--- src/rtl/fetch_unit.sv ---
// Instruction fetch stage: owns the PC, reads the async instruction memory and
// buffers {pc, word} in a small FIFO for decode. Option macro: JMP_PREDECODE_EN.
module fetch_unit #(
  parameter int          QDEPTH   = 2,
  parameter logic [7:0]  RESET_PC = 8'h00
) (
  input  logic        clk,
  input  logic        rst,
  input  logic        fetch_en,
  output logic [7:0]  imem_addr,
  input  logic [15:0] imem_data,
  input  logic        redirect_valid,
  input  logic [7:0]  redirect_pc,
  output logic        out_valid,
  input  logic        out_ready,
  output logic [15:0] out_instr,
  output logic [7:0]  out_pc,
  output logic [3:0]  q_count
);

  localparam int         PW     = $clog2(QDEPTH);
  localparam logic [3:0] DEPTH4 = 4'(QDEPTH);

  logic [7:0]    pc_q, pc_d;
  logic [3:0]    count_q, count_d;
  logic [PW-1:0] rd_q, rd_d;
  logic [PW-1:0] wr_q, wr_d;
  logic [7:0]    qpc_q    [QDEPTH];
  logic [15:0]   qinstr_q [QDEPTH];

  logic full;
  logic pop;
  logic push;

  // Handshake: decode takes the head on a cycle where out_valid and out_ready
  // are both high; out_valid never depends on out_ready.
  assign out_valid = (count_q != 4'd0);
  assign full      = (count_q == DEPTH4);
  assign pop       = out_valid & out_ready;
  assign push      = fetch_en & ~redirect_valid & (~full | pop);

  assign imem_addr = pc_q;
  assign q_count   = count_q;
  assign out_instr = out_valid ? qinstr_q[rd_q] : 16'h0000;
  assign out_pc    = out_valid ? qpc_q[rd_q]    : 8'h00;

  always_comb begin
    pc_d    = pc_q;
    count_d = count_q;
    rd_d    = rd_q;
    wr_d    = wr_q;
    if (redirect_valid) begin
      // Flush wins over any concurrent pop; pointers restart together.
      pc_d    = redirect_pc;
      count_d = 4'd0;
      rd_d    = '0;
      wr_d    = '0;
    end else begin
      if (push) begin
        pc_d = pc_q + 8'd1;
`ifdef JMP_PREDECODE_EN
        if (imem_data[15:12] == 4'b0101) begin
          pc_d = imem_data[7:0];
        end
`endif
        wr_d = wr_q + 1'b1;
      end
      if (pop) begin
        rd_d = rd_q + 1'b1;
      end
      if (push && !pop) begin
        count_d = count_q + 4'd1;
      end else if (pop && !push) begin
        count_d = count_q - 4'd1;
      end
    end
  end

  always_ff @(posedge clk or posedge rst) begin
    if (rst) begin
      pc_q    <= RESET_PC;
      count_q <= 4'd0;
      rd_q    <= '0;
      wr_q    <= '0;
    end else begin
      pc_q    <= pc_d;
      count_q <= count_d;
      rd_q    <= rd_d;
      wr_q    <= wr_d;
    end
  end

  // Payload storage needs no reset: outputs are masked while the queue is empty.
  always_ff @(posedge clk) begin
    if (push) begin
      qpc_q[wr_q]    <= pc_q;
      qinstr_q[wr_q] <= imem_data;
    end
  end

endmodule

--- config.mk ---
export PLATFORM = sky130hd
export DESIGN_NAME = fetch_unit
export DESIGN_NICKNAME = d
export VERILOG_FILES = /design/src/rtl/fetch_unit.sv
export SDC_FILE = /design/constraint.sdc
export NUM_CORES = 1
export LEC_CHECK = 0
export CAP_MARGIN = 30
export CORE_ASPECT_RATIO = 0.5
export CORE_UTILIZATION = 40
export DETAILED_ROUTE_END_ITERATION = 8
export GPL_ROUTABILITY_DRIVEN = 0
export PLACE_DENSITY = 0.67
export SYNTH_ARGS = -nofsm -noshare
export SYNTH_HDL_FRONTEND = slang
export SYNTH_SLANG_ARGS = --single-unit
--- constraint.sdc ---
create_clock -name clk -period 3.85 [get_ports clk]
set_input_delay 0.5775 -clock clk [delete_from_list [all_inputs] [get_ports clk]]
set_output_delay 0.5775 -clock clk [all_outputs]
set_load 0.01 [all_outputs]
==> Word-level counts from Yosys, hierarchy flattened <==
Memories as Yosys holds them, arrays and structs flattened.
Index checks and enable logic that the tools add are counted.
{ "totals": {"regBits": 14, "mem_bits_rw": 48, "output_inout_bits": 37, "elab_cells": 39, "n_memories": 2} }
{ "classes": {"addsub": 5, "eq_ne": 1, "n_mux": 13, "bitwise_logic": 6, "reduce_logical": 8} }
{ "memory_table": {"columns": ["name", "words", "width", "read_ports", "rd_clocked_by_memory_dff", "wr", "line", "rtl"], "rows": [
  ["qinstr_q", 2, 16, 1, 0, 1, "29", "logic [15:0] qinstr_q [QDEPTH];"],
  ["qpc_q", 2, 8, 1, 0, 1, "28", "logic [7:0] qpc_q [QDEPTH];"]
]} }
{ "op_table": {"columns": ["cell", "count"], "rows": [
  ["$mux 8", 3],
  ["$mux 16", 1],
  ["$mux 4", 3],
  ["$add 8x1->8 const B", 1],
  ["$mux 1", 6],
  ["$add 4x1->4 const B", 1],
  ["$eq 4x2->1 const B", 1],
  ["$reduce_bool 2->1", 2],
  ["$reduce_bool 4->1", 1],
  ["$sub 4x1->4 const B", 1],
  ["$and 1x1->1", 3],
  ["$reduce_bool 3->1", 1],
  ["$add 1x1->1 const B", 2],
  ["$logic_and 1x1->1", 2],
  ["$logic_not 1->1", 2],
  ["$not 1->1", 2],
  ["$or 1x1->1", 1]
]} }

==> Longest topological paths before layout <==
Gate-level depths: netlist of the first run.
{ "depth": {"depth_word": 9, "ltp_mapped": 10} }

==> Least setup slack after synthesis of the first run <==
Ideal clock, no wire load.
{ "synth_timing": {"path_type": "input port to flip-flop", "startpoint": "in fetch_en", "endpoint": "mem qinstr_q[0][0], enable pin", "setup_ps": 435, "arrival_time_ps": 2528, "required_ps": 3415, "setup_slack_ps": 886, "cell_stages": 3, "path_buffers": 1, "cell_sequence": "buf_2 o21ai_2 nor3_1"} }
{ "synth_via": {"elab_chain_cells": 4} }
{ "synth_rtl": {"columns": ["element", "line", "rtl"], "rows": [
  ["start, declared", "9", "input logic fetch_en,"],
  ["$and 1x1->1 (2 in series)", "40", "assign push = fetch_en & ~redirect_valid & (~full | pop);"],
  ["$mux 1", "95", "if (push) begin"],
  ["$mux 1 (implied by the code)", "97", "qinstr_q[wr_q] <= imem_data;"],
  ["end, declared", "29", null]
]} }
No other way between the ends.

==> Worst setup path after layout of the first run <==
{ "layout_timing": {"startpoint": "reg count_q[0], in the netlist q_count[0]", "endpoint": "out out_instr[12]"} }
{ "layout_via": {"elab_chain_cells": 2} }
{ "layout_rtl": {"columns": ["element", "line", "rtl"], "rows": [
  ["start, declared", "25", "logic [3:0] count_q, count_d;"],
  ["start signal, assigned", "87", "count_q <= count_d;"],
  ["$reduce_bool 4->1", "37", "assign out_valid = (count_q != 4'd0);"],
  ["$mux 16", "44", "assign out_instr = out_valid ? qinstr_q[rd_q] : 16'h0000;"],
  ["end, declared", "16", "output logic [15:0] out_instr,"]
]} }
No other way between the ends.

==> metrics.md, run 1 <==
| Metric | Value |
|---|---|
| Post-synth EDFFs | 48 |
| Unique masters post-synth | 39 |
| Yosys top cell by area | edfxtp_1 |
| Setup_tns | 0 ns |
| Area post-placement | 3506 um2 |
| DPL Wire Length | 3491 um |
| Cells after Synth | 198 |
| N_diodes | 0 |
| Gr usage total | 15.72% |
| Slew @ Worst Pin | 0.5649 ns |
| Post-CTS setup repair buffer count | 0 |
| Leading cell type in the layout, fill and taps excluded | clkdlybuf4s50_1 |
| Detailed Route WL | 5150 um |
| Synth area leaders | edfxtp_1, dfrtp_1, mux2i_1 |
| IO Pins | 66 |
| # setup viols final | 0 |
| Family with the most delay on the worst path | buffers and inverters |
| TritonCTS clock tree | built |
| Arrival time of the worst setup path | 2.25 ns |
| DIE HEIGHT | 60.63 um |
| Max Buffers Root-to-Sink | 2 |
| Critical Path Max Stage Delay | 0.49 ns |
| Seq pwr share | 32.1% |
| Largest net degree at the start of global routing | 26 |
| Mean Syn Cell Area | 13.89 um2 |
| Drt initial violations | 135 |
| Layout cells sized above 1 | 9.854% |
| Routed vias | 1765 |
| Ys async rst share | 22.58% |
| Total CTS buffers | 9 |
| Final Hold Viols | 0 |
| Port bufs | 65 |
| Pwr dens | 732.7 nW/um2 |
| Initial Utilization | 43.27% |
| Maximum vdd drop | 0.3097 mV |
| Most frequent cells in the layout | clkdlybuf4s50_1, edfxtp_1, nor2_1, mux2i_1, dfrtp_1 |
| Vias in the first global route | 1728 |
| Leakage | 1.372 nW |
| Router iterations before antenna repair | 4 |
| Clock network power share | 26.4% |
| Skew final | 0.006004 ns |
| Final instance area | 3785 um2 |
| Tcrit/Tclk final | 73.54% |
| Data required time of the worst path | 3.27 ns |
| Predominant post-synthesis flop cell | edfxtp_1 |
| Outcome | finished, final reports clean |
| Later-pin clock latency in the skew report | 0.31 ns |
| Worst path buffer plus inverter count | 2 |
| Switching share of total power | 31.50% |
| Final Net Count | 303 |
| Global-route wire length before repair | 8404 um |
| WS Path Type | register to output pin |
| Final Slew Violations | 0 |
| Cell breakdown of the critical path | or3_4 > nor2_2 > buf_4 > nor2_1 > clkdlybuf4s50_1 |
| Clock Pin Slew Worst Setup and Hold Paths | 0.05 ns |
| Vias per cell | 4.876 |
| Post-CTS resize count | 0 |
| Die area | 7231 um2 |
| Min cycle time layout | 2.831 ns |
| Area grow syn2layout | 37.63% |
| Core area | 6356 um2 |
| Max-cap violations | 0 |
| Clk root buf | clkbuf_16 |
| Initial antenna violation count | 0 |
| Sequential area share after synthesis | 65.15% |
| Worst setup SP type | register |
| Seq cells post-synth | 62 |
| Hold Buf Count CTS | 0 |
| Syn Nets | 231 |
| ANT nets after route | 0 |
| Pint | 1.900 mW |
| Avg WL per Cell | 14.23 um |
| Sw Pwr | 0.8736 mW |
| CTS sink count | 62 |
| Crit-path slowest cell | dfrtp_1 |
| Total number of H-tree levels | 3 |
| Critical path peak fanout | 25 |
| CP endpoint kind | output pin |
| DIE WIDTH | 119.3 um |
| Synth warnings | 0 |
| RSZ-0062 raised after global routing | no |
| Residual DRC | 0 |
| HP Class | register to register |
| Rows | 20 |
| Post-synth top area share | 52.41% |
| Max_slew headroom | 62.30% |
| Synthesized area | 2750 um2 |
| Fmax | 0.3532 GHz |
| Grt total ovfl | 0 |
| Gate power share | 41.4% |
[logic make-up (layout without fill, tap and decap cells)]
kind of cell | count (synthesis) | in the layout | share of synthesized area, %
xor+xnor | 11 | 11 | 3.503
fa+ha+maj | 4 | 4 | 2.093
flops | 62 | 62 | 65.15
mux | 26 | 26 | 9.463
simple gates | 56 | 56 | 9.281
buf+inv | 13 | 89 | 2.274
compound gates | 26 | 26 | 8.235
[final timing paths]
| check | startpoint | endpoint | slack, ns | cells past startpoint |
|---|---|---|---|---|
| max | q_count[0]$_DFFE_PP0P_ | out_instr[12] | 1.02 | 5 |
| min | imem_addr[7]$_DFFE_PP0P_ | qpc_q[1][7]$_DFFE_PP_ | 0.51 | 0 |
| max reg2reg | q_count[0]$_DFFE_PP0P_ | q_count[3]$_DFFE_PP0P_ | 1.18 | 9 |
| min reg2reg | imem_addr[7]$_DFFE_PP0P_ | qpc_q[1][7]$_DFFE_PP_ | 0.51 | 0 |
| max in group asynchronous | rst | imem_addr[6]$_DFFE_PP0P_ | 2.85 | 2 |
| min in group asynchronous | rst | imem_addr[0]$_DFFE_PP0P_ | 0.63 | 2 |
[power by group through the flow]
stage	Sequential [mW]	Clock, mW	Combinational (mW)
6_report	0.891	0.733	1.15
5_1_grt	0.903	0.780	1.25
4_1_cts	0.891	0.750	1.16
3_5_place_dp	0.903	0	1.16
3_3_place_gp	0.902	0	1.15
2_1_floorplan	0.890	0	0.648
[sequential cells by signal, summed over array words and instances, names as in the netlist]
signal	cells
q_count	4
wr_q	1
qpc_q	16
rd_q	1
qinstr_q	32
imem_addr	8
[final cells by class]
| class | instances | area [um2] |
|---|---|---|
| clock buffers | 9 | 225.2 |
| inverters | 4 | 15.01 |
| well taps | 88 | 110.1 |
| fillers | 522 | 2571 |
| repair buffers | 70 | 688.2 |
| flip-flops and latches | 62 | 1792 |
| clock inverters | 6 | 53.80 |
| multi-input cells | 123 | 900.9 |
[routing by layer]
layer  track usage [%]  up-vias  share of wire, %
li1                  -      876                 -
met1             18.87      848                45
met2             27.41       37                50
met3             4.793        4               3.9
met4             6.510        0              0.93
met5                 0        -                 0
[synth_stat cells (3+ instances only)]
cell type	n
ha_1	3
clkbuf_1	3
o21ai_1	7
o211ai_1	3
nand2_1	10
dfrtp_1	14
edfxtp_1	48
xor2_1	4
inv_1	3
xnor2_1	7
mux2i_1	26
nor2_1	31
buf_2	5
[per-stage QoR]
| step | hold WS, ns | power [mW] | utilization [%] | std cells | setup slack [ns] |
|---|---|---|---|---|---|
| after floorplan | 0.4667 | 1.538 | - | 198 | 0.8863 |
| after global routing | 0.5453 | 2.936 | 59.55 | 362 | 0.8906 |
| final | 0.5127 | 2.773 | 59.55 | 362 | 1.019 |
| after detailed placement | 0.5053 | 2.064 | 55.16 | 347 | 0.7702 |
| after global placement | 0.5124 | 2.056 | 55.16 | 347 | 0.8572 |
| after CTS | 0.5146 | 2.806 | 59.55 | 362 | 0.9928 |
Power figures use the tool's default switching activity.
==> run 2, diff against run 1 <==
- PLACE_DENSITY: 0.67 -> 0.69
- clock period: 3.85 -> 2.54 ns (I/O delays scaled with it)
==> metrics.md, run 2 (same netlist as run 1, synthesis figures left out) <==
| Metric | Value |
|---|---|
| WS Path Type | register to output pin |
| Vias per cell | 4.878 |
| Area grow syn2layout | 43.59% |
| DIE HEIGHT | 60.63 um |
| CP endpoint kind | output pin |
| Setup_tns | 0 ns |
| HP Class | input port to async pin |
| Tcrit/Tclk final | 96.77% |
| Fillers | 513 |
| # setup viols final | 0 |
| Clock Pin Slew Worst Setup and Hold Paths | 0.05 ns |
| TritonCTS clock tree | built |
| Most flops, register | qinstr_q |
| Most frequent cells in the layout | clkdlybuf4s50_1, edfxtp_1, nor2_1, mux2i_1, buf_4 |
| Avg WL per Cell | 14.77 um |
| Vias in the first global route | 1873 |
| Pwr dens | 1137 nW/um2 |
| Arrival time of the worst setup path | 2.08 ns |
| Layout cells sized above 1 | 15.17% |
| Max Buffers Root-to-Sink | 2 |
| Final Hold Viols | 0 |
| Slew @ Worst Pin | 0.5788 ns |
| Core area | 6356 um2 |
| DIE WIDTH | 119.3 um |
| IO Pins | 66 |
| Gr usage total | 16.81% |
| Hold Buf Count CTS | 0 |
| Grt total ovfl | 0 |
| Clk root buf | clkbuf_16 |
| Residual DRC | 0 |
| Drt initial violations | 81 |
| Rows | 20 |
| ANT nets after route | 0 |
| Hold slack final | 0.4155 ns |
| Initial Utilization | 43.27% |
| Detailed Route WL | 5582 um |
| Total number of H-tree levels | 3 |
| Later-pin clock latency in the skew report | 0.32 ns |
| Port bufs | 65 |
| Maximum vdd drop | 0.5118 mV |
| Max-cap violations | 0 |
| Critical path peak fanout | 25 |
| Largest net degree at the start of global routing | 26 |
| Max reg flops | 32 |
| Min cycle time layout | 2.458 ns |
| Global-route wire length before repair | 8873 um |
| Skew final | 0.005380 ns |
| Post-Layout Cell Count | 378 |
| Placed insts | 356 |
| Fmax | 0.4068 GHz |
| Leakage | 1.454 nW |
| Tot Pwr | 4.489 mW |
| Router iterations before antenna repair | 4 |
| Final Slew Violations | 0 |
| Die area | 7231 um2 |
| CTS sink count | 62 |
| Worst setup SP type | register |
| Leading cell type in the layout, fill and taps excluded | clkdlybuf4s50_1 |
| DPL Wire Length | 3753 um |
| Final Net Count | 318 |
| Initial antenna violation count | 0 |
| Data required time of the worst path | 2.16 ns |
| Max_slew headroom | 61.37% |
| Routed vias | 1844 |
| Outcome | finished, final reports clean |
| N_diodes | 0 |
| Total CTS buffers | 9 |
-- run 2: critical path, stage by stage (launching register included) --
cell	delay, ns
dfrtp_1	0.42
or3_4	0.42
nor2_2	0.15
buf_12	0.19
nor2_1	0.07
clkdlybuf4s50_1	0.49
-- run 2: layer usage --
layer	global-route usage (%)	part of all wire (%)	wire length, um
met3	5.263	3.4	191
met2	30.90	53	2939
met4	7.595	1.3	72
met1	18.70	43	2379
met5	0	0	0
-- run 2: area by class of cell --
type	instances	area, um2	share of cell area [%]
Tap cell	88	110.1	2.788
Multi-Input combinational cell	123	927.1	23.48
Sequential cell	62	1792	45.37
Timing Repair Buffer	85	813.3	20.60
Clock inverter	6	62.56	1.584
Clock buffer	10	229.0	5.798
Inverter	4	15.01	0.3802
-- run 2: report_power, final --
group	total (mW)	internal, mW	switching (mW)
clock	1.17	0.754	0.415
sequential	1.31	1.22	0.0849
combinational	2.01	1.07	0.940
-- run 2: through the flow --
step                      setup slack [ns]  util [%]  area (um2)
after CTS                          0.03680     61.10        3884
after floorplan                    0.04163         -        2755
final                              0.08208     62.13        3949
after detailed placement           -0.1611     56.52        3592
after global placement            -0.01435     56.52        3592
after global routing              -0.05043     62.13        3949
-- run 2: timing repair --
item / in CTS / in global routing
endpoints found under the setup margin: 0 / 2
buffers inserted: 0 / 6
gates resized for setup: 0 / 2
-- run 2: worst paths after layout --
kind / startpoint / to / slack, ns / depth (start not counted)
max: q_count[0]$_DFFE_PP0P_ / out_pc[3] / 0.08 / 5
min in group clk: imem_addr[7]$_DFFE_PP0P_ / qpc_q[0][7]$_DFFE_PP_ / 0.54 / 0
min: rst / imem_addr[2]$_DFFE_PP0P_ / 0.42 / 2
max reg2reg: q_count[3]$_DFFE_PP0P_ / q_count[3]$_DFFE_PP0P_ / 0.09 / 8
max in group asynchronous: rst / imem_addr[5]$_DFFE_PP0P_ / 1.74 / 2
min reg2reg: imem_addr[7]$_DFFE_PP0P_ / qpc_q[0][7]$_DFFE_PP_ / 0.54 / 0
==> run 3, diff against run 2 <==
- PLACE_DENSITY: 0.69 -> 0.67
- SLEW_MARGIN: default -> 20
- clock period: 2.54 -> 2.5 ns (I/O delays scaled with it)
==> metrics.md, run 3 (same netlist as run 1, synthesis figures left out) <==
| Metric | Value |
|---|---|
| Outcome | finished, final reports clean |
| Reg2reg path depth | 9 |
| Max-cap violations | 0 |
| Hold Buf Count CTS | 0 |
| Clock Pin Slew Worst Setup and Hold Paths | 0.06 ns |
| Max Buffers Root-to-Sink | 2 |
| Min cycle time layout | 2.388 ns |
| Rows | 20 |
| Area post-placement | 3607 um2 |
| Port bufs | 65 |
| Grt total ovfl | 0 |
| CTS sink count | 62 |
| ANT nets after route | 0 |
| Final instance area | 3948 um2 |
| Total number of H-tree levels | 3 |
| IO Pins | 66 |
| Vias per cell | 4.869 |
| Maximum vdd drop | 0.5774 mV |
| Final Net Count | 315 |
| Detailed Route WL | 5636 um |
| Layout cells sized above 1 | 15.68% |
| # setup viols final | 0 |
| Leading cell type in the layout, fill and taps excluded | clkdlybuf4s50_1 |
| Max reg flops | 32 |
| R2R Setup Slk | 0.15 ns |
| Gr usage total | 17.09% |
| Critical path peak fanout | 25 |
| Final Slew Violations | 0 |
| Area grow syn2layout | 43.54% |
| Initial antenna violation count | 0 |
| Tcrit/Tclk final | 95.53% |
| Die area | 7231 um2 |
| Most flops, register | qinstr_q |
| Worst Setup SP | q_count[3]$_DFFE_PP0P_ |
| Largest net degree at the start of global routing | 26 |
| Residual DRC | 0 |
| Fmax | 0.4187 GHz |
| Final Hold Viols | 0 |
| Routed vias | 1826 |
| Most frequent cells in the layout | clkdlybuf4s50_1, edfxtp_1, nor2_1, mux2i_1, buf_4 |
| Leakage | 1.446 nW |
| Vias in the first global route | 1923 |
| DIE HEIGHT | 60.63 um |
| N_diodes | 0 |
| Skew final | 0.005400 ns |
| Initial Utilization | 43.27% |
| Total CTS buffers | 9 |
| Drt initial violations | 125 |
| Arrival time of the worst setup path | 2.01 ns |
| DPL Wire Length | 3744 um |
| DIE WIDTH | 119.3 um |
| Avg WL per Cell | 15.03 um |
| FF-to-FF End | q_count[3]$_DFFE_PP0P_ |
| Data required time of the worst path | 2.12 ns |
| Pwr dens | 1167 nW/um2 |
| Post-layout util | 62.11% |
| Slew @ Worst Pin | 0.5800 ns |
| Core area | 6356 um2 |
| Max_slew headroom | 61.29% |
| CP endpoint kind | output pin |
| CP Capture Point | out_instr[0] |
| Worst setup SP type | register |
| Later-pin clock latency in the skew report | 0.32 ns |
| Clk root buf | clkbuf_16 |
| Global-route wire length before repair | 9163 um |
| RSZ-0062 raised after global routing | no |
| R2R Path Start | q_count[3]$_DFFE_PP0P_ |
| Fillers | 517 |
| WS Path Type | register to output pin |
| Hold slack final | 0.4168 ns |
| TritonCTS clock tree | built |
| Router iterations before antenna repair | 4 |
| HP Class | input port to async pin |
## run 3: cell types whose count changed in the layout (fill, tap and decap cells not counted)
cell,previous run,this run
o21ai_4,1,0
nor2_2,1,2
clkbuf_1,1,0
o21ai_2,0,1
ha_4,0,1
nor2_1,31,30
clkinv_1,1,0
buf_4,19,16
clkinv_2,1,0
inv_6,0,3
ha_1,3,2
## run 3: final cells by class
type / instances / area [um2] / share of cell area, %
multi-input combinational: 123 / 934.6 / 23.68
tap: 88 / 110.1 / 2.789
clock buffer: 9 / 225.2 / 5.705
sequential: 62 / 1792 / 45.39
inverter: 4 / 15.01 / 0.3803
timing repair buffer: 82 / 790.8 / 20.03
clock inverter: 7 / 80.08 / 2.029
## run 3: routing by layer
layer / part of all wire (%) / vias up / GRT usage, %
li1: - / 899 / -
met1: 45 / 886 / 19.90
met2: 51 / 36 / 30.81
met3: 3.7 / 5 / 5.263
met4: 0.78 / 0 / 6.510
met5: 0 / - / 0
## run 3: through the flow
stage	setup WS [ns]	total power, mW	cells	setup TNS [ns]
6_report	0.1118	4.605	375	0
3_3_place_gp	-0.03740	3.300	358	-0.03740
5_1_grt	0.005639	4.855	375	0
2_1_floorplan	0.001634	2.368	198	0
3_5_place_dp	-0.1787	3.334	358	-0.1787
4_1_cts	0.07572	4.591	374	0
## run 3: where the power goes
group / total [mW] / internal, mW / switching, mW
Combinational: 2.04 / 1.09 / 0.956
Clock: 1.24 / 0.782 / 0.457
Sequential: 1.32 / 1.24 / 0.0834
Total: 4.61 / 3.11 / 1.50
## run 3: repair_timing
action	4_1_cts	5_1_grt
setup endpoints to repair	0	1
buffers inserted	0	1
resized for setup	0	3
## run 3: worst min path at each step
stage / from / endpoint / cells after the start
detailed placement: rd_q$_DFFE_PP0P_ / rd_q$_DFFE_PP0P_ / 2
finish: rst / imem_addr[0]$_DFFE_PP0P_ / 2
global route: rst / q_count[3]$_DFFE_PP0P_ / 2
CTS: rst / imem_addr[0]$_DFFE_PP0P_ / 2
global placement: imem_addr[7]$_DFFE_PP0P_ / qpc_q[0][7]$_DFFE_PP_ / 0
floorplan: rst / imem_addr[0]$_DFFE_PP0P_ / 1
## run 3: critical path, cell delays in order (launching register included)
cell and delay [ns]:
dfrtp_1 0.38, or3_4 0.42, nor2_2 0.14, buf_12 0.18
nor2_1 0.07, clkdlybuf4s50_1 0.49
